===== src/rtl/privilege_trap_unit.sv =====
// Machine/supervisor trap and return controller with its CSR file.
// Takes interrupts, exceptions, mret and sret, then requests a one-cycle fetch redirect.
module privilege_trap_unit #(
    parameter int unsigned DATA_SIZE = 64
) (
    input  logic                 clock,
    input  logic                 reset,
    input  logic                 instr_valid,
    input  logic                 illegal_instruction,
    input  logic                 ecall,
    input  logic                 mret,
    input  logic                 sret,
    input  logic [DATA_SIZE-1:0] pc,
    input  logic [31:0]          instruction,
    input  logic                 ext_irq,
    input  logic [11:0]          csr_addr,
    input  logic                 csr_wr_en,
    input  logic [DATA_SIZE-1:0] csr_wdata,
    output logic [DATA_SIZE-1:0] csr_rdata,
    output logic                 csr_addr_invalid,
    output logic [1:0]           privilege_mode,
    output logic                 redirect,
    output logic [DATA_SIZE-1:0] redirect_pc
);
    localparam int unsigned IdxW = $clog2(DATA_SIZE);
    localparam logic [DATA_SIZE-1:0] IrqCause = {1'b1, {(DATA_SIZE-5){1'b0}}, 4'd11};

    typedef enum logic {StIdle, StRedirect} state_e;

    state_e               state_q;
    logic [1:0]           priv_q;
    logic                 sie_q, mie_q, spie_q, mpie_q, spp_q;
    logic [1:0]           mpp_q;
    logic [DATA_SIZE-1:0] medeleg_q, mtvec_q, mepc_q, mcause_q, mtval_q;
    logic [DATA_SIZE-1:0] stvec_q, sepc_q, scause_q, stval_q, redirect_pc_q;

    logic                 valid_evt, irq_req;
    logic                 irq_take, ill_take, ecall_take, mret_take, sret_take;
    logic                 trap_take, event_take, to_s;
    logic [3:0]           exc_code;
    logic [DATA_SIZE-1:0] trap_cause, trap_tval, mstatus_val, sstatus_val, wdata_aligned;

    // Event decode in priority order; only one of the *_take flags can be set.
    always_comb begin
        valid_evt  = (state_q == StIdle) & instr_valid;
        irq_req    = ext_irq & ((priv_q != 2'b11) | mie_q);
        irq_take   = valid_evt & irq_req;
        ill_take   = valid_evt & ~irq_req & illegal_instruction;
        ecall_take = valid_evt & ~irq_req & ~illegal_instruction & ecall;
        mret_take  = valid_evt & ~irq_req & ~illegal_instruction & ~ecall & mret;
        sret_take  = valid_evt & ~irq_req & ~illegal_instruction & ~ecall & ~mret & sret;
        trap_take  = irq_take | ill_take | ecall_take;
        event_take = trap_take | mret_take | sret_take;

        exc_code   = ill_take ? 4'd2 : (4'd8 + {2'b00, priv_q});
        to_s       = ~irq_take & medeleg_q[IdxW'(exc_code)] & ~priv_q[1];
        trap_cause = irq_take ? IrqCause : DATA_SIZE'(exc_code);
        trap_tval  = ill_take ? DATA_SIZE'(instruction) : '0;

        wdata_aligned = {csr_wdata[DATA_SIZE-1:2], 2'b00};
    end

    always_comb begin
        mstatus_val        = '0;
        mstatus_val[1]     = sie_q;
        mstatus_val[3]     = mie_q;
        mstatus_val[5]     = spie_q;
        mstatus_val[7]     = mpie_q;
        mstatus_val[8]     = spp_q;
        mstatus_val[12:11] = mpp_q;
        sstatus_val        = '0;
        sstatus_val[1]     = sie_q;
        sstatus_val[5]     = spie_q;
        sstatus_val[8]     = spp_q;

        csr_rdata        = '0;
        csr_addr_invalid = 1'b0;
        case (csr_addr)
            12'h300: csr_rdata = mstatus_val;
            12'h302: csr_rdata = medeleg_q;
            12'h305: csr_rdata = mtvec_q;
            12'h341: csr_rdata = mepc_q;
            12'h342: csr_rdata = mcause_q;
            12'h343: csr_rdata = mtval_q;
            12'h100: csr_rdata = sstatus_val;
            12'h105: csr_rdata = stvec_q;
            12'h141: csr_rdata = sepc_q;
            12'h142: csr_rdata = scause_q;
            12'h143: csr_rdata = stval_q;
            default: csr_addr_invalid = 1'b1;
        endcase
    end

    always_ff @(posedge clock) begin
        if (!reset) begin
            state_q       <= StIdle;
            priv_q        <= 2'b11;
            sie_q         <= 1'b0;
            mie_q         <= 1'b0;
            spie_q        <= 1'b0;
            mpie_q        <= 1'b0;
            spp_q         <= 1'b0;
            mpp_q         <= 2'b00;
            medeleg_q     <= '0;
            mtvec_q       <= '0;
            mepc_q        <= '0;
            mcause_q      <= '0;
            mtval_q       <= '0;
            stvec_q       <= '0;
            sepc_q        <= '0;
            scause_q      <= '0;
            stval_q       <= '0;
            redirect_pc_q <= '0;
        end else begin
            case (state_q)
                StIdle: begin
                    if (event_take) begin
                        state_q <= StRedirect;
                    end
                    if (trap_take && to_s) begin
                        sepc_q        <= pc;
                        scause_q      <= trap_cause;
                        stval_q       <= trap_tval;
                        spie_q        <= sie_q;
                        sie_q         <= 1'b0;
                        spp_q         <= priv_q[0];
                        priv_q        <= 2'b01;
                        redirect_pc_q <= stvec_q;
                    end else if (trap_take) begin
                        mepc_q        <= pc;
                        mcause_q      <= trap_cause;
                        mtval_q       <= trap_tval;
                        mpie_q        <= mie_q;
                        mie_q         <= 1'b0;
                        mpp_q         <= priv_q;
                        priv_q        <= 2'b11;
                        redirect_pc_q <= mtvec_q;
                    end else if (mret_take) begin
                        priv_q        <= mpp_q;
                        mie_q         <= mpie_q;
                        mpie_q        <= 1'b1;
                        mpp_q         <= 2'b00;
                        redirect_pc_q <= mepc_q;
                    end else if (sret_take) begin
                        priv_q        <= spp_q ? 2'b01 : 2'b00;
                        sie_q         <= spie_q;
                        spie_q        <= 1'b1;
                        spp_q         <= 1'b0;
                        redirect_pc_q <= sepc_q;
                    end else if (csr_wr_en) begin
                        case (csr_addr)
                            12'h300: begin
                                sie_q  <= csr_wdata[1];
                                mie_q  <= csr_wdata[3];
                                spie_q <= csr_wdata[5];
                                mpie_q <= csr_wdata[7];
                                spp_q  <= csr_wdata[8];
                                mpp_q  <= csr_wdata[12:11];
                            end
                            12'h100: begin
                                sie_q  <= csr_wdata[1];
                                spie_q <= csr_wdata[5];
                                spp_q  <= csr_wdata[8];
                            end
                            12'h302: medeleg_q <= csr_wdata;
                            12'h305: mtvec_q   <= wdata_aligned;
                            12'h341: mepc_q    <= wdata_aligned;
                            12'h342: mcause_q  <= csr_wdata;
                            12'h343: mtval_q   <= csr_wdata;
                            12'h105: stvec_q   <= wdata_aligned;
                            12'h141: sepc_q    <= wdata_aligned;
                            12'h142: scause_q  <= csr_wdata;
                            12'h143: stval_q   <= csr_wdata;
                            default: ;
                        endcase
                    end
                end
                StRedirect: state_q <= StIdle;
                default:    state_q <= StIdle;
            endcase
        end
    end

    assign privilege_mode = priv_q;
    assign redirect       = (state_q == StRedirect);
    assign redirect_pc    = redirect_pc_q;

endmodule


===== config.mk =====
export PLATFORM = sky130hd
export DESIGN_NAME = privilege_trap_unit
export DESIGN_NICKNAME = d
export VERILOG_FILES = /design/src/rtl/privilege_trap_unit.sv
export SDC_FILE = /design/constraint.sdc
export NUM_CORES = 2
export LEC_CHECK = 0
export BUFFER_PORTS_ARGS = -buffer_cell sky130_fd_sc_hd__buf_2
export CORE_MARGIN = 4
export CORE_UTILIZATION = 42
export DETAILED_ROUTE_END_ITERATION = 10
export HOLD_SLACK_MARGIN = 0.02
export SLEW_MARGIN = 20
export SYNTH_ARGS = -nofsm -noshare
export SYNTH_HDL_FRONTEND = slang
export SYNTH_SLANG_ARGS = --single-unit

===== constraint.sdc =====
create_clock -name clock -period 3.52 [get_ports clock]
set_clock_uncertainty 0.1 [all_clocks]
set_input_delay 0.352 -clock clock [delete_from_list [all_inputs] [get_ports clock]]
set_output_delay 0.352 -clock clock [all_outputs]
set_load 0.005 [all_outputs]

* Word level (Yosys, flattened, before mapping)
Index checks and enable logic that the tools add are counted.
** Storage, ports and cells
- Register bits after elaboration :: 646
- Bits in latches :: 0
- RAM bits :: 0
- ROM bits :: 0
- Bits of input ports :: 181
- Output and inout bits :: 132
- Memories :: 0
** Cells by class
- $add $sub $neg :: 1
- Multiply operators :: 0
- Div/mod/pow operators :: 0
- $lt $le $gt $ge :: 1
- Equal/unequal tests :: 18
- Shifts and indexed selects :: 0
- Mux-type cells :: 84
- Bitwise logic cells :: 29
- Reductions and logical operators :: 28
** Operators by type and width (count)
- 64-bit 2-to-1 mux :: 38
- 64-bit one-hot mux with 11 select lines :: 1
- 12-bit by 10-bit equality test with 1-bit output, second input constant :: 6
- 12-bit by 9-bit equality test with 1-bit output, second input constant :: 5
- 6-bit AND reduction :: 6
- 1-bit 2-to-1 mux :: 32
- 32-bit 2-to-1 mux :: 1
- 7-bit AND reduction :: 3
- 2-bit 2-to-1 mux :: 9
- 2-bit nonzero test :: 8
- 1-bit bitwise AND :: 13
- 3-bit nonzero test :: 4
- 1-bit NOT :: 11
- 11-bit OR reduction :: 1
- 2-bit by 1-bit != test with 1-bit output, second input constant :: 5
- 5-bit AND reduction :: 2
- 4-bit by 7-bit less-than comparator with 1-bit output, second input constant :: 1
- 1-bit bitwise OR :: 5
- 4-bit by 2-bit adder with 4-bit output, first input constant :: 1
- 1-bit binary-select mux with 4-bit select :: 1
- 4-bit 2-to-1 mux :: 1
- 4-bit nonzero test :: 1
- 3-bit by 2-bit != test with 1-bit output, second input constant :: 1
- 2-bit != test, second input constant :: 1
- other kinds (4) :: 4

* Logic depth before layout (Yosys ltp)
- Depth after elaboration :: 14
- Gate-level depth with buffers :: 10
- Depth with buffers taken out :: 5

* Worst setup path before layout
Ideal clock, no wire load.
- Path kind :: input -> output
- From :: input port csr_addr[0]
- To :: output port csr_rdata[7]
- Arrival :: 2215 ps
- Required time :: 3068 ps
- Path slack :: 853 ps
- Cell stages on the path :: 8
- Path through :: buf_2 -> or3b_1 -> clkbuf_1 -> nor4_4 -> clkbuf_1 -> buf_2 -> a22oi_1 -> nand3_1
** On the way
- Longest elaborated chain between the ends :: 2
** Ends and longest elaborated chain
- start: declaration :: RTL line 16 : input logic [11:0] csr_addr,
- 12-bit by 9-bit equality test with 1-bit output or 12-bit by 10-bit equality test with 1-bit output (tied branches) :: RTL line 78 : case (csr_addr)
- 64-bit one-hot mux with 11 select lines (*) :: RTL line 78
- end: declaration :: RTL line 19 : output logic [DATA_SIZE-1:0] csr_rdata,
Mark *: on every way between the ends. The rest lies on a longest branch, timed or not.

* Worst setup path in the final report
- From :: register priv_q[0], in the netlist privilege_mode[0]
- To :: register mtval_q[16]
** On the way
- Longest elaborated chain between the ends :: 14
** Ends and longest elaborated chain
- start: declaration :: RTL line 31 : logic [1:0] priv_q;
- start signal: assignment :: RTL line 139 : priv_q <= mpp_q;
- start signal: assignment :: RTL line 145 : priv_q <= spp_q ? 2'b01 : 2'b00;
- 2-bit != test :: RTL line 46 : irq_req = ext_irq & ((priv_q != 2'b11) | mie_q);
- 1-bit bitwise OR :: RTL line 46
- 1-bit bitwise AND :: RTL line 46
- 1-bit NOT
- 1-bit bitwise AND
- 1-bit bitwise AND :: RTL line 48 : ill_take = valid_evt & ~irq_req & illegal_instruction;
- 4-bit 2-to-1 mux :: RTL line 55 : exc_code = ill_take ? 4'd2 : (4'd8 + {2'b00, priv_q});
- 1-bit binary-select mux with 4-bit select :: RTL line 56 : to_s = ~irq_take & medeleg_q[IdxW'(exc_code)] & ~priv_q[1];
- 1-bit 2-to-1 mux (not written as such) :: RTL line 56
- 1-bit bitwise AND (2 in a row) :: RTL line 56
- 1-bit logical AND :: RTL line 120 : if (trap_take && to_s) begin
- 1-bit NOT (no line)
- 6-bit AND reduction (no line)
- end signal: assignment :: RTL line 132 : mtval_q <= trap_tval;
- end signal: assignment :: RTL line 169 : 12'h343: mtval_q <= csr_wdata;
- end: declaration :: RTL line 34 : logic [DATA_SIZE-1:0] medeleg_q, mtvec_q, mepc_q, mcause_q, mtval_q;
Parallel ways exist; a longest one is shown, timed or not. The select of a mux whose other input is x is not followed.
A chain may end at the register's enable or synchronous reset.

==> results.md <==
* Share of cells above drive strength 1 at 0.174
* Critical Path RT at 3.97 ns
* Flip-flop and latch area at about 0.013 mm2
* Core area at between 0.06 and 0.07 mm2
* Post-synth EDFFs at 0
* Critical Path Sink Type: flip-flop
* Cell count after synthesis at 3,341
* Final GP Congestion at 0.920
* # nets final at 3,907
* Buf/Inv on CP at 3
* Max Fclk at about 290 MHz
* DIE WIDTH at around 270 um
* Primary FF master, synth: dfxtp_1
* Pwr/cell area at ~480 mW/mm2
* Max incr delay on CP at 0.67 ns
* Core Rows at between 90 and 100
* Critical path arrival at between 3 and 4 ns
* CP Launch Type: flip-flop
* CTS Root Buffer Type: clkbuf_16
* Flop pwr share at 0.436
* DRT Pass-1 Iters at 10
* Net Sw Power at between 0.005 and 0.006 W
* Status: finished clean
* Worst skew pair latency at between 0.6 and 0.7 ns
* Slew Limit Headroom at 0.232
* VDD IR-drop max at ~0.30 mV
* Clock slew at reported path FFs at 0.07 ns
* Setup TNS Final at 0 ns
* MaxCap Viol Count at 0
* YS warnings at 0
* Static Leakage at 14.7 nW
* Crit path max-delay family: buffers and inverters
* Vias in the first global route at around 30,000
* I/O pin cnt at about 310
* Area leader, netlist: dfxtp_1
* Final period utilization at 0.978
* Internal power at 0.0128 W
* Via density at between 6 and 7
* Hold Crit Class: input port to flip-flop
* Setup violators final at 0
* Worst-case clock buffer depth at 3
* Synthesized area at ~0.029 mm2
* CP max-delay cell: buf_4
* Clock share of power at 0.426
* DRC violations left at 0
* PortBufs at between 300 and 400
* Top cells by area, synth: dfxtp_1 44%, nand2_1 9.9%, mux2i_1 7.7%
* Post-CTS Setup Inserts at 0
* Initial drt markers at between 4,000 and 5,000
* Multi-input logic area at approximately 0.015 mm2
* Switch share at 0.283
* Total wire length at ~140,000 um
* Hold Fails Final Rpt at 0
* Register area share after synthesis at 0.440
* Transition time of the tightest slew-check pin at about 1.2 ns
* Depth of the CTS H-tree at 3
* Synth top area share at 0.440
* Post-DP HPWL at between 80,000 and 90,000 um
* Crit Path Class: flip-flop to flip-flop
* DR WL/cell at between 20 and 30 um
* Starting Density at 0.426
* Critical Path Most Common Cell: buf_4
* Initial antenna violation count at 7
* Final Max Slew Viols at 0
* Syn Area/Cell at 8.80 um2
* Synth cell types at a little under 70
* Minimum clock period at approximately 3.4 ns
* Combinational share of power at 0.138
* Via count at between 30,000 and 40,000
* WHS at 0.0349 ns
* Die height at between 200 and 300 um
* RSZ-0062 raised after global routing: no
* Pin count of the biggest net entering global routing at roughly 170
* Layout area overhead at 25.6%
* Global Route Usage Sum at 0.356
* CP Cell Sequence: buf_4 > nor2b_1 > o311ai_4 > and3_4 > buf_4 > a21oi_1 > a311oi_1 > dlygate4sd3_1
* First-pass GRT wire length at between 200,000 and 250,000 um
* Worst-path fanout max at 61
* Clk sink count at 646
* Syn_nets at about 3,500
* Async S/R FF share, synth at 0
* GRT overflow at 0
* FF+latch count, synth at between 600 and 700
* Clock buffer count from CTS at 70
* R2r setup slk at 0.08 ns
* Die area at 0.0743 mm2
* CTS tree: done
* Fill cell count at 6,462
* Post-route ant nets at 0
==> per-layer routing <==
metal	GRT usage	vias up	routed length (um)	part of all wire
met2	0.541	2318	59500	0.43
met4	0.185	10	7940	0.057
met5	0.00461	-	95	0.00069
met1	0.462	14831	53100	0.38
li1	-	13448	-	-
met3	0.0984	448	17700	0.13
==> power by group through the flow <==
stage / clock, W / sequential [W] / combinational (W)
after floorplan: 0 / 0.00785 / 0.00116
after global placement: 0 / 0.00792 / 0.00217
after detailed placement: 0 / 0.00792 / 0.00218
after CTS: 0.00760 / 0.00776 / 0.00236
after global routing: 0.00790 / 0.00779 / 0.00256
final: 0.00761 / 0.00777 / 0.00247
==> cells in the mapped netlist, types with 4 or more instances <==
master,instances
a211oi_1,8
a21oi_1,248
a221o_1,10
a221oi_1,30
a222oi_1,52
a22o_1,75
a22oi_1,148
a2bb2oi_1,7
a311oi_1,251
and2_1,15
buf_1,16
buf_2,91
buf_4,17
clkbuf_1,230
dfxtp_1,646
inv_1,4
mux2_2,44
mux2i_1,227
nand2_1,773
nand3_1,82
nand4_1,8
nor2_1,48
nor3_1,6
nor4_1,6
nor4_4,5
o2111ai_1,4
o211ai_1,15
o21ai_0,35
o22ai_1,101
o2bb2ai_1,15
o32ai_1,61
==> stage by stage <==
stage                util  total power [W]  instances  setup slack (ns)  area [um2]
detailed placement  0.470           0.0101       4367             0.372       32400
global route        0.536           0.0183       4706            0.0645       36900
finish              0.536           0.0178       4709            0.0775       36900
floorplan               -          0.00901       3341             0.853       29400
CTS                 0.535           0.0177       4705             0.208       36900
global placement    0.470           0.0101       4367             0.388       32400
==> what timing repair did <==
action,4_1_cts,5_1_grt
hold buffers,218,0
setup endpoints to repair,0,5
endpoints found under the hold margin,346,0
gates resized for setup,0,3
==> layout make-up <==
cell class	instances	share of cell area
Timing Repair Buffer	667	0.142
Sequential cell	646	0.350
Tap cell	931	0.0315
Clock inverter	22	0.00644
Multi-Input combinational cell	2336	0.412
Clock buffer	98	0.0564
Inverter	5	0.000711
Antenna cell	4	0.000271
==> path summary, 6_finish.rpt <==
kind,start,end,cells after the start
worst max register to register,privilege_mode[0],mtval_q[16],8
worst max-delay path,privilege_mode[0],mtval_q[16],8
worst min register to register,medeleg_q[57],medeleg_q[57],2
worst min-delay path,reset,mtvec_q[17],3
==> worst min-delay path, delay by kind of cell <==
family / cells / cell delay [ns]
simple gates: 1 / 0.11
mux: 1 / 0.05
buf+inv: 1 / 0.18
==> logic make-up (layout without fill, tap and decap cells) <==
logic type      count (synthesis)  count (layout)  synth area share
compound gates               1088            1088             0.275
buf+inv                       359             792            0.0519
flops                         646             646             0.440
mux                           271             271            0.0941
other cells                     0               4                 0
simple gates                  977             977             0.139
==> registers in the layout, summed over array words and instances, names as in the netlist, 62 cells and up <==
name         cells
mcause_q        64
medeleg_q       64
mepc_q          64
mtval_q         64
redirect_pc     64
scause_q        64
sepc_q          64
stval_q         64
mtvec_q         62
stvec_q         62
==> cells in the final DEF, fill, tap and decap left out, types with 4 or more instances in the layout <==
master | synthesis | final
clkinv_2 | 0 | 12
clkbuf_1 | 230 | 10
nor4_4 | 5 | 7
nor4_1 | 6 | 5
nand3_1 | 82 | 78
buf_4 | 17 | 99
a2bb2oi_1 | 7 | 7
o32ai_1 | 61 | 61
nand2_1 | 773 | 770
buf_2 | 91 | 311
buf_12 | 0 | 35
a211oi_1 | 8 | 8
nor2_4 | 0 | 9
a222oi_1 | 52 | 52
and2_4 | 0 | 4
a221o_1 | 10 | 10
mux2i_1 | 227 | 227
a21oi_1 | 248 | 246
o22ai_1 | 101 | 101
a22o_1 | 75 | 75
nand4_1 | 8 | 8
mux2_2 | 44 | 44
dfxtp_1 | 646 | 646
bufinv_16 | 0 | 4
a311oi_1 | 251 | 251
clkbuf_8 | 0 | 14
o211ai_1 | 15 | 15
nor2_1 | 48 | 38
diode_2 | 0 | 4
o2bb2ai_1 | 15 | 15
a22oi_1 | 148 | 148
inv_1 | 4 | 4
and2_1 | 15 | 10
o21ai_0 | 35 | 35
a221oi_1 | 30 | 30
o2111ai_1 | 4 | 4
dlygate4sd3_1 | 0 | 218
clkbuf_16 | 0 | 74
Note: power is estimated with default switching activity, not from simulation.
